File: src/rtl/shift_rotate_pipe.sv
// Pipelined barrel shifter/rotator: one register stage per shift-amount bit.
// Each stage holds data, count, op and valid behind a valid/ready chain.
module shift_rotate_pipe #(
  parameter int WIDTH = 16,
  localparam int CW = $clog2(WIDTH)
) (
  input  logic             clk,
  input  logic             rst_n,
  input  logic             in_valid,
  output logic             in_ready,
  input  logic [WIDTH-1:0] In,
  input  logic [CW-1:0]    Cnt,
  input  logic [1:0]       Op,
  output logic             out_valid,
  input  logic             out_ready,
  output logic [WIDTH-1:0] Out,
  output logic             out_zero
);

  function automatic logic [WIDTH-1:0] step(
    input logic [WIDTH-1:0] d,
    input logic [1:0]       op,
    input logic             en,
    input int               s
  );
    logic [WIDTH-1:0] r;
    r = d;
    if (en) begin
      unique case (op)
        2'b00:   r = (d << s) | (d >> (WIDTH - s));
        2'b01:   r = d << s;
        2'b10:   r = (d >> s) | (d << (WIDTH - s));
        default: r = $signed(d) >>> s;
      endcase
    end
    return r;
  endfunction

  logic [CW-1:0] vq;
  logic [CW-1:0] rdy;
  logic          zq;

  for (genvar k = 0; k < CW; k++) begin : stg
    logic             v;
    logic [WIDTH-1:0] d;
    logic [CW-1:0]    c;
    logic [1:0]       o;
    logic             sv;
    logic [WIDTH-1:0] sd;
    logic [CW-1:0]    sc;
    logic [1:0]       so;
    logic [WIDTH-1:0] nd;

    if (k == 0) begin : src
      assign sv = in_valid;
      assign sd = In;
      assign sc = Cnt;
      assign so = Op;
    end else begin : src
      assign sv = stg[k-1].v;
      assign sd = stg[k-1].d;
      assign sc = stg[k-1].c;
      assign so = stg[k-1].o;
    end

    assign nd     = step(sd, so, sc[k], 1 << k);
    assign vq[k]  = v;
    // accept when any stage from here down is empty, or the output drains
    assign rdy[k] = out_ready || !(&vq[CW-1:k]);

    always_ff @(posedge clk or negedge rst_n) begin
      if (!rst_n) begin
        v <= 1'b0;
        d <= '0;
        c <= '0;
        o <= '0;
      end else if (rdy[k]) begin
        v <= sv;
        if (sv) begin
          d <= nd;
          c <= sc;
          o <= so;
        end
      end
    end
  end

  always_ff @(posedge clk or negedge rst_n) begin
    if (!rst_n) begin
      zq <= 1'b0;
    end else if (rdy[CW-1]) begin
      zq <= stg[CW-1].sv && (stg[CW-1].nd == '0);
    end
  end

  assign in_ready  = rdy[0];
  assign out_valid = stg[CW-1].v;
  assign Out       = stg[CW-1].d;
  assign out_zero  = zq;

endmodule

File: config.mk
export PLATFORM = sky130hd
export DESIGN_NAME = shift_rotate_pipe
export DESIGN_NICKNAME = d
export VERILOG_FILES = /design/src/rtl/shift_rotate_pipe.sv
export SDC_FILE = /design/constraint.sdc
export NUM_CORES = 1
export LEC_CHECK = 0
export CAP_MARGIN = 20
export CORE_MARGIN = 8
export CORE_UTILIZATION = 41
export CTS_CLUSTER_SIZE = 28
export DETAILED_ROUTE_END_ITERATION = 8
export GPL_TIMING_DRIVEN = 0
export PLACE_DENSITY = 0.61
export RECOVER_POWER = 25
export SYNTH_ARGS = -nofsm -noshare
export SYNTH_HDL_FRONTEND = slang
export SYNTH_SLANG_ARGS = --single-unit
File: constraint.sdc
create_clock -name clk -period 1.7 [get_ports clk]
set_input_delay 0.425 -clock clk [delete_from_list [all_inputs] [get_ports clk]]
set_output_delay 0.425 -clock clk [all_outputs]
set_load 0.02 [all_outputs]
==> reports/summary.md, run 1 <==
The run finished, with violations left. The final reports fail on setup timing. By count the netlist is led by 97 x nand2_1, 85 x o21ai_0, 81 x dfrtp_1.

TritonCTS built the clock tree. The worst setup path is of the reg -> out kind. The initial utilization of the core area, before any placement, comes to 42.01%.

The least setup slack across all paths after layout is -0.02235 ns, and the fraction of final layout cells sized beyond drive strength 1 is 10.78%. STA puts the critical path data required time at 1.27 ns. The clock transition at the registers of the reported paths works out to 0.10 ns.

The tools report the total wire length after detailed routing as 10,760 µm. The logs give 559 for the final net count and 674 for the filler-free cell count of the finished design. The run gives 4923 µm² as the placed standard-cell area. Counting flops and latches in the post-synthesis netlist gives 81. The startpoint identified for the worst register-to-register timing path is stg[2].o[1]. Clock skew on the completed layout was measured at 0.01706 ns. After detailed routing, the number of vias per cell comes to 5.386.

For the final-report hold violation count, the log shows 0. Library cell used as clock root buffer: clkbuf_8. The die is 118.4 µm wide. The sort of element at the end of the critical path is a primary output. Once layout is done, the placed cells without fillers occupy 5182 µm².

The tools report the switching power summed over all nets as 0.002985 W. The floorplan step set the die height to 118.4 µm. The setup-violating endpoint count in the final report is 1, and the count of distinct cell types in the synthesized netlist is 41. The type of element launching the critical path is a flip-flop. The tools report the residual antenna-violating net count after detailed routing as 0. Entering global routing, the biggest net connects 53 pins. The clock drives 81 sinks. Power comes to 0.007553 W. For this run, the total global-route usage over all layers was measured as 15.72%. For the clock group share of total power, the log shows 21.1%. In this run, CTS created clock tree buffers numbering 9. For the worst setup slack before clock tree synthesis, the log shows -0.7538 ns. The weighted congestion reported at the end of routability-driven placement was 0.9204; the largest fanout on the critical path was 4. Yosys printed 0 warnings.

The first global-routing pass estimated 18,350 µm of wire. The number of buffer cells added on primary ports came out at 43. The slowest stage of the critical path belongs to the cell dfrtp_1. The min-delay analysis places its worst path in the category reg -> reg. Once placement completed, the tool counted placed cells totaling 654.

Most instantiated flip-flop cell in the synthesis netlist: dfrtp_1. The net count after synthesis was 500; the area fraction of the dominant cell type after synthesis was 47.16%. The tools report the via count of the routed design as 3,630. The switching fraction of total power works out to 39.52%.

After floorplanning, the core was divided into 37 placement rows. Count of final max-slew check failures: 0. Setup repair after global routing could not meet its margin everywhere. For the share of power burned in combinational logic, the log shows 36.5%. Pin placement for this block handled 45 I/O pins.

The tools report the number of global-route vias before repair as 3,703. The detailed router finished its first iteration with 181 violations. The transition time of the tightest slew-check pin is 0.7804 ns, and the number of buffer and inverter instances along the worst setup path is 1.

In this run the most critical hold path is launched from Out[13]. Counting flops with an async set or reset pin after synthesis yields a share of 100.0%. The signal on the critical path passes through nand4b_1 -> or2_4 -> buf_6. Total die area: 14,020 µm². The mean instance size in the synthesized netlist was 9.067 µm². For the initial antenna violation count, the log shows 0. In the post-synthesis netlist, the cell with the most instances is nand2_1. After detailed routing, the number of remaining DRC violations is 0. The H-tree generated during clock tree synthesis spans 3 levels. IR analysis of the VDD net gives a maximum drop of 0.0005912 V. Counting every instance in the synthesized netlist gives 474.

The analysis attributes to cell leakage a power of 2.360 nW. STA puts the critical path data arrival time at 1.30 ns. The period utilization was 101.3%. The logs give 47.97% for the worst slew margin relative to its limit and 4 for the iteration count of the initial detailed-routing pass.

For the hold slack, the log shows 0.4788 ns. The mapped netlist covers 4298 µm². Max-cap violations in this run came to 0. The HPWL after detailed placement is 8217 µm. The share of the Yosys chip area taken by registers is 47.16%.

The internal power summed over all cells is 0.004568 W, and the final routed wire length divided by cell count is 15.97 µm. The kind of cell with the highest combined delay along the critical path is simple AND/OR/NAND/NOR gates. The total global routing overflow is 0, and the area growth from synthesis to layout is 20.58%. Registers are responsible for 42.4% of the overall power.

The maximum number of buffers from clock root to sink came out at 2. The number of enable-type register cells in the synthesized netlist is 0, and the fmax is 0.5806 GHz. Area inside the core boundary: 10,230 µm².

Antenna diode count: 0. Cell accounting for the most synthesized area: dfrtp_1. Final period demand of the worst path: 1.722 ns.

For the worst-skew pair, the clock arrives at the later sink with an insertion delay of 0.36 ns. The power per cell area is 1457 nW/µm², and the biggest cell delay along the critical path is 0.40 ns. By area the synthesized netlist is led by dfrtp_1 47%, mux2i_1 10%, o21ai_0 9.9%.

The critical path starts at out_valid.
==> power groups by stage <==
stage          clock, W  sequential (W)  combinational, W
5_1_grt         0.00171         0.00329           0.00313
4_1_cts         0.00164         0.00319           0.00276
3_3_place_gp          0         0.00322           0.00281
3_5_place_dp          0         0.00323           0.00286
6_report        0.00159         0.00320           0.00276
2_1_floorplan         0         0.00319           0.00178
==> state kept, by name (all words and copies together), names as in the netlist <==
| name | count |
|---|---|
| stg.o | 6 |
| out_valid | 1 |
| Out | 16 |
| out_zero | 1 |
| stg.c | 6 |
| stg.v | 3 |
| stg.d | 48 |
==> worst reg2reg max path: stages, from the launching register on <==
cell,delay [ns]
dfrtp_2,0.45
and3_2,0.26
a211o_1,0.29
a2111oi_2,0.37
a32o_1,0.21
==> metal layers <==
layer  global-route usage [%]  vias to the layer above  wire length [µm]
met5                        0                        -                 0
met4                    5.455                        0               185
met3                    3.522                       13               396
met2                    28.95                       70              5592
met1                    17.44                     1750              4589
li1                         -                     1797                 -
==> final timing paths <==
kind                                to  slack (ns)  cells past startpoint
max                           in_ready       -0.02                      3
min                            Out[13]        0.48                      2
max reg2reg                   out_zero        0.06                      4
min reg2reg                    Out[13]        0.48                      2
max in group asynchronous  stg[0].d[1]        0.30                      3
min in group asynchronous       Out[0]        0.67                      2
==> layout make-up <==
cell class	instances	area, µm²
Clock buffer	9	123.9
Multi-Input combinational cell	357	2140
Inverter	3	11.26
Fill cell	1015	5049
Tap cell	136	170.2
Sequential cell	81	2028
Clock inverter	7	101.3
Buffer	33	145.1
Timing Repair Buffer	48	462.9
==> layout by cell type, fill, tap and decap left out, types with 4 or more instances in the layout <==
cell type,instances
a21oi_1,13
o21ai_1,6
nor2b_1,8
a21o_1,7
o21ai_0,85
buf_2,8
mux2i_1,43
and3_1,8
dfrtp_1,80
a22oi_1,7
a311oi_1,4
a211oi_1,10
clkdlybuf4s50_1,22
dlygate4sd2_1,19
nor2_1,21
nor3b_1,4
nand2b_1,7
nand2_1,97
clkbuf_2,7
clkbuf_8,9
clkbuf_1,17
mux2_2,12
==> kinds of logic (layout without fill, tap and decap cells) <==
group | Yosys count | after routing | synth area share, %
flip-flops | 81 | 81 | 47.16
AO/OA/AOI/OAI | 146 | 146 | 20.06
multiplexers | 55 | 55 | 13.16
buffers and inverters | 36 | 100 | 3.406
AND/OR/NAND/NOR | 156 | 156 | 16.22
==> through the flow <==
step	util [%]	TNS, ns
floorplan	-	0
global placement	47.88	-238.28
detailed placement	48.12	-27.30
CTS	50.36	-0.07832
global route	50.65	-0.1136
finish	50.65	-0.02235
==> what timing repair did <==
action | CTS | global route
resized for setup | 28 | 12
hold buffers | 1 | 0
setup buffers | 1 | 2
pin swaps | 1 | 0
endpoints found under the setup margin | 57 | 28
endpoints found under the hold margin | 13 | 0
No activity file was read; power rests on OpenSTA's default activity.
==> run 2: changes to the inputs <==
CAP_MARGIN = not set   (was 20)
==> results of run 2 <==
Same layout as run 1: the final DEF is identical, and so are final timing and power.
==> run 3: changes to the inputs <==
--- a/config.mk
+++ b/config.mk
@@ -12,4 +12,6 @@
 export GPL_TIMING_DRIVEN = 0
+export MAX_ROUTING_LAYER = met4
 export PLACE_DENSITY = 0.61
 export RECOVER_POWER = 25
+export SKIP_CTS_REPAIR_TIMING = 1
 export SYNTH_ARGS = -nofsm -noshare
--- a/constraint.sdc
+++ b/constraint.sdc
@@ -3,2 +3,2 @@
 set_output_delay 0.425 -clock clk [all_outputs]
-set_load 0.02 [all_outputs]
+set_load 0.01 [all_outputs]
==> reports/summary.md, run 3 (synthesis gave the netlist of run 1 again) <==
The setup-violating endpoint count in the final report is 1 (unchanged), and the fmax is 0.5383 GHz (-7.3%). For the sink count of the clock tree, the log shows 81 (unchanged). Transition time of the tightest slew-check pin: 0.5501 ns (-0.2304 ns).

For the leakage power, the log shows 2.531 nW (+7.2%). Overall power of the completed layout: 0.007522 W (-0.41%). The type of element launching the critical path was a flip-flop.

Final net count: 559 (unchanged). The tools report the number of global-route vias before repair as 3,659 (-1.2%). The worst setup path is of the reg -> out kind.

The area growth from synthesis to layout works out to 22.10%. The via density per instance was 5.387 (about the same); the worst setup slack before clock tree synthesis was -0.6880 ns (+0.06581 ns). The floorplan die height was 118.4 µm (unchanged). The tools report the number of levels the H-tree was split into as 3 (unchanged).

The total CTS buffers was 9 (unchanged); the number of buffer and inverter instances along the worst setup path was 1 (unchanged). The weighted congestion reported at the end of routability-driven placement is 0.9264 (+0.65%). The die boundary width was 118.4 µm (unchanged); the fraction of final layout cells sized beyond drive strength 1 was 10.78% (unchanged).

The first-pass GRT wire length was 18,200 µm (-0.83%); the final period demand of the worst path was 1.858 ns (+0.1354 ns). The tools report the insertion delay to the later sink of the worst-skew pair as 0.36 ns (about the same). For the filler cell count, the log shows 998 (-1.7%). The number of stages on the worst setup path came out at 3 (unchanged). Filler-free cell count of the finished design: 674 (unchanged). For the sequential cell area in the final layout, the log shows 2031 µm² (+0.12%).

The count of final max-slew check failures is 0 (unchanged). The total wire length after detailed routing is 10,810 µm (+0.42%), and the clock transition at the registers of the reported paths is 0.09 ns (about the same). The worst setup path is captured at a primary output.

The tools report the area inside the core boundary as 10,230 µm² (unchanged). For the slack of the worst reg-to-reg path, the log shows 0.08 ns (+0.02 ns). The max-capacitance violation count was 0 (unchanged); the final routed wire length divided by cell count was 16.04 µm (+0.42%). The number of buffer cells added on primary ports came out at 43 (unchanged). The run gives 2 (unchanged) as the maximum number of buffers from clock root to sink. The biggest cell delay along the critical path was 0.40 ns (about the same).

The tools report the number of ports placed on the die boundary as 45 (unchanged). For the final-report hold violation count, the log shows 0 (unchanged). For the pin count of the biggest net entering global routing, the log shows 63 (+19%). The number of placed instances with taps included came out at 654 (unchanged). The worst min-delay path category was in -> reg. The tools report the worst supply voltage drop on vdd as 0.0006446 V (+9.0%). The period utilization was 109.3% (+8.0 points). For the final worst clock skew, the log shows 0.01355 ns (-0.003506 ns). For the required arrival time at the worst endpoint, the log shows 1.27 ns (about the same). The area occupied by multi-input gates came out at 2158 µm² (+0.88%). Largest fanout on the critical path: 4 (unchanged). Origin of the worst setup path: out_valid. TritonCTS built the clock tree. The power per cell area is 1433 nW/µm² (-1.6%). The critical path goes through nand4b_1 -> or2_4 -> buf_6. The tools report the iteration count of the initial detailed-routing pass as 4 (unchanged).

The worst slew margin relative to its limit is 63.33% (+15 points). The cell depth of the worst flop-to-flop path was 4 (unchanged). The instance count along the most critical hold path is 3 (+1).

The tools report the residual antenna-violating net count after detailed routing as 0 (unchanged). Cell class contributing the biggest share of worst-path delay: simple AND/OR/NAND/NOR gates. The initial antenna violation count came out at 0 (unchanged). The hold slack is 0.4216 ns (-0.05716 ns). stg.d holds more flip-flops than any other register. For the total die area, the log shows 14,020 µm² (unchanged). The worst register-to-register path ends at stg[1].d[10]. The via count of the routed design was 3,631 (+0.028%). Library cell used as clock root buffer: clkbuf_8. The library cell used most frequently in the layout, excluding fill and tap cells, is nand2_1. The tools report the HPWL after detailed placement as 8285 µm (+0.82%). The flip-flop count of the largest register after layout was 48 (unchanged); the effective utilization at floorplan was 42.01% (unchanged). The logs give 0 (unchanged) for the antenna diode count and 0 (unchanged) for the DRC violation count after routing.

The final reports fail on setup timing. Least setup slack across all paths after layout: -0.1577 ns (-0.1354 ns). The worst register-to-register path begins at out_valid.

The total global routing overflow was 0 (unchanged). The tools report the site row count as 37 (unchanged). The total global-route track usage came out at 16.21% (+0.49 points).

The setup TNS is -0.1577 ns (-0.1354 ns), and the first-iteration detailed-routing DRC count is 195 (+7.7%). In the layout the commonest cells are 97 x nand2_1, 85 x o21ai_0, 78 x dfrtp_1. Master of the slowest instance on the critical path: dfrtp_1. The critical path arrival came out at 1.43 ns (+0.13 ns). The flow ran to the end, but the final reports show violations. Setup repair after global routing could not meet its margin everywhere. Endpoint of the worst setup timing path: in_ready.
==> run 3: how the worst min path moves through the flow <==
stage | startpoint | endpoint | slack, ns
3_5_place_dp | rst_n | Out[5] | 0.33
4_1_cts | rst_n | Out[8] | -0.07
5_1_grt | out_ready | stg[2].v | 0.45
3_3_place_gp | Out[8] | Out[8] | 0.46
2_1_floorplan | rst_n | Out[0] | 0.13
6_report | out_ready | stg[2].v | 0.42
==> run 3: tightest hold or removal path, stage by stage <==
cell and delay [ns]:
dlymetal6s2s_1 0.13, nand3b_1 0.14, nand2b_1 0.06
==> run 3: power breakdown <==
part           internal (W)  switching [W]
logic               0.00128        0.00147
registers           0.00255       0.000662
clock network      0.000833       0.000733
==> run 3: metal layers <==
layer,GRT usage (%),vias to the layer above,wire length (µm)
li1,-,1802,-
met1,18.16,1748,4637
met2,28.60,70,5661
met3,3.427,11,359
met4,4.585,0,149
met5,-,-,0
==> run 3: per-stage QoR <==
stage,utilization (%),instance area (µm²)
6_report,51.29,5248
5_1_grt,51.29,5248
4_1_cts,50.26,5142
3_5_place_dp,48.12,4923
3_3_place_gp,47.88,4898
2_1_floorplan,-,4298
==> run 3: area by class of cell <==
| class | count | share of cell area (%) |
|---|---|---|
| Timing Repair Buffer | 48 | 9.871 |
| Clock buffer | 10 | 2.432 |
| Inverter | 3 | 0.2146 |
| Clock inverter | 6 | 1.741 |
| Multi-Input combinational cell | 357 | 41.13 |
| Sequential cell | 81 | 38.70 |
| Tap cell | 136 | 3.243 |
| Buffer | 33 | 2.670 |
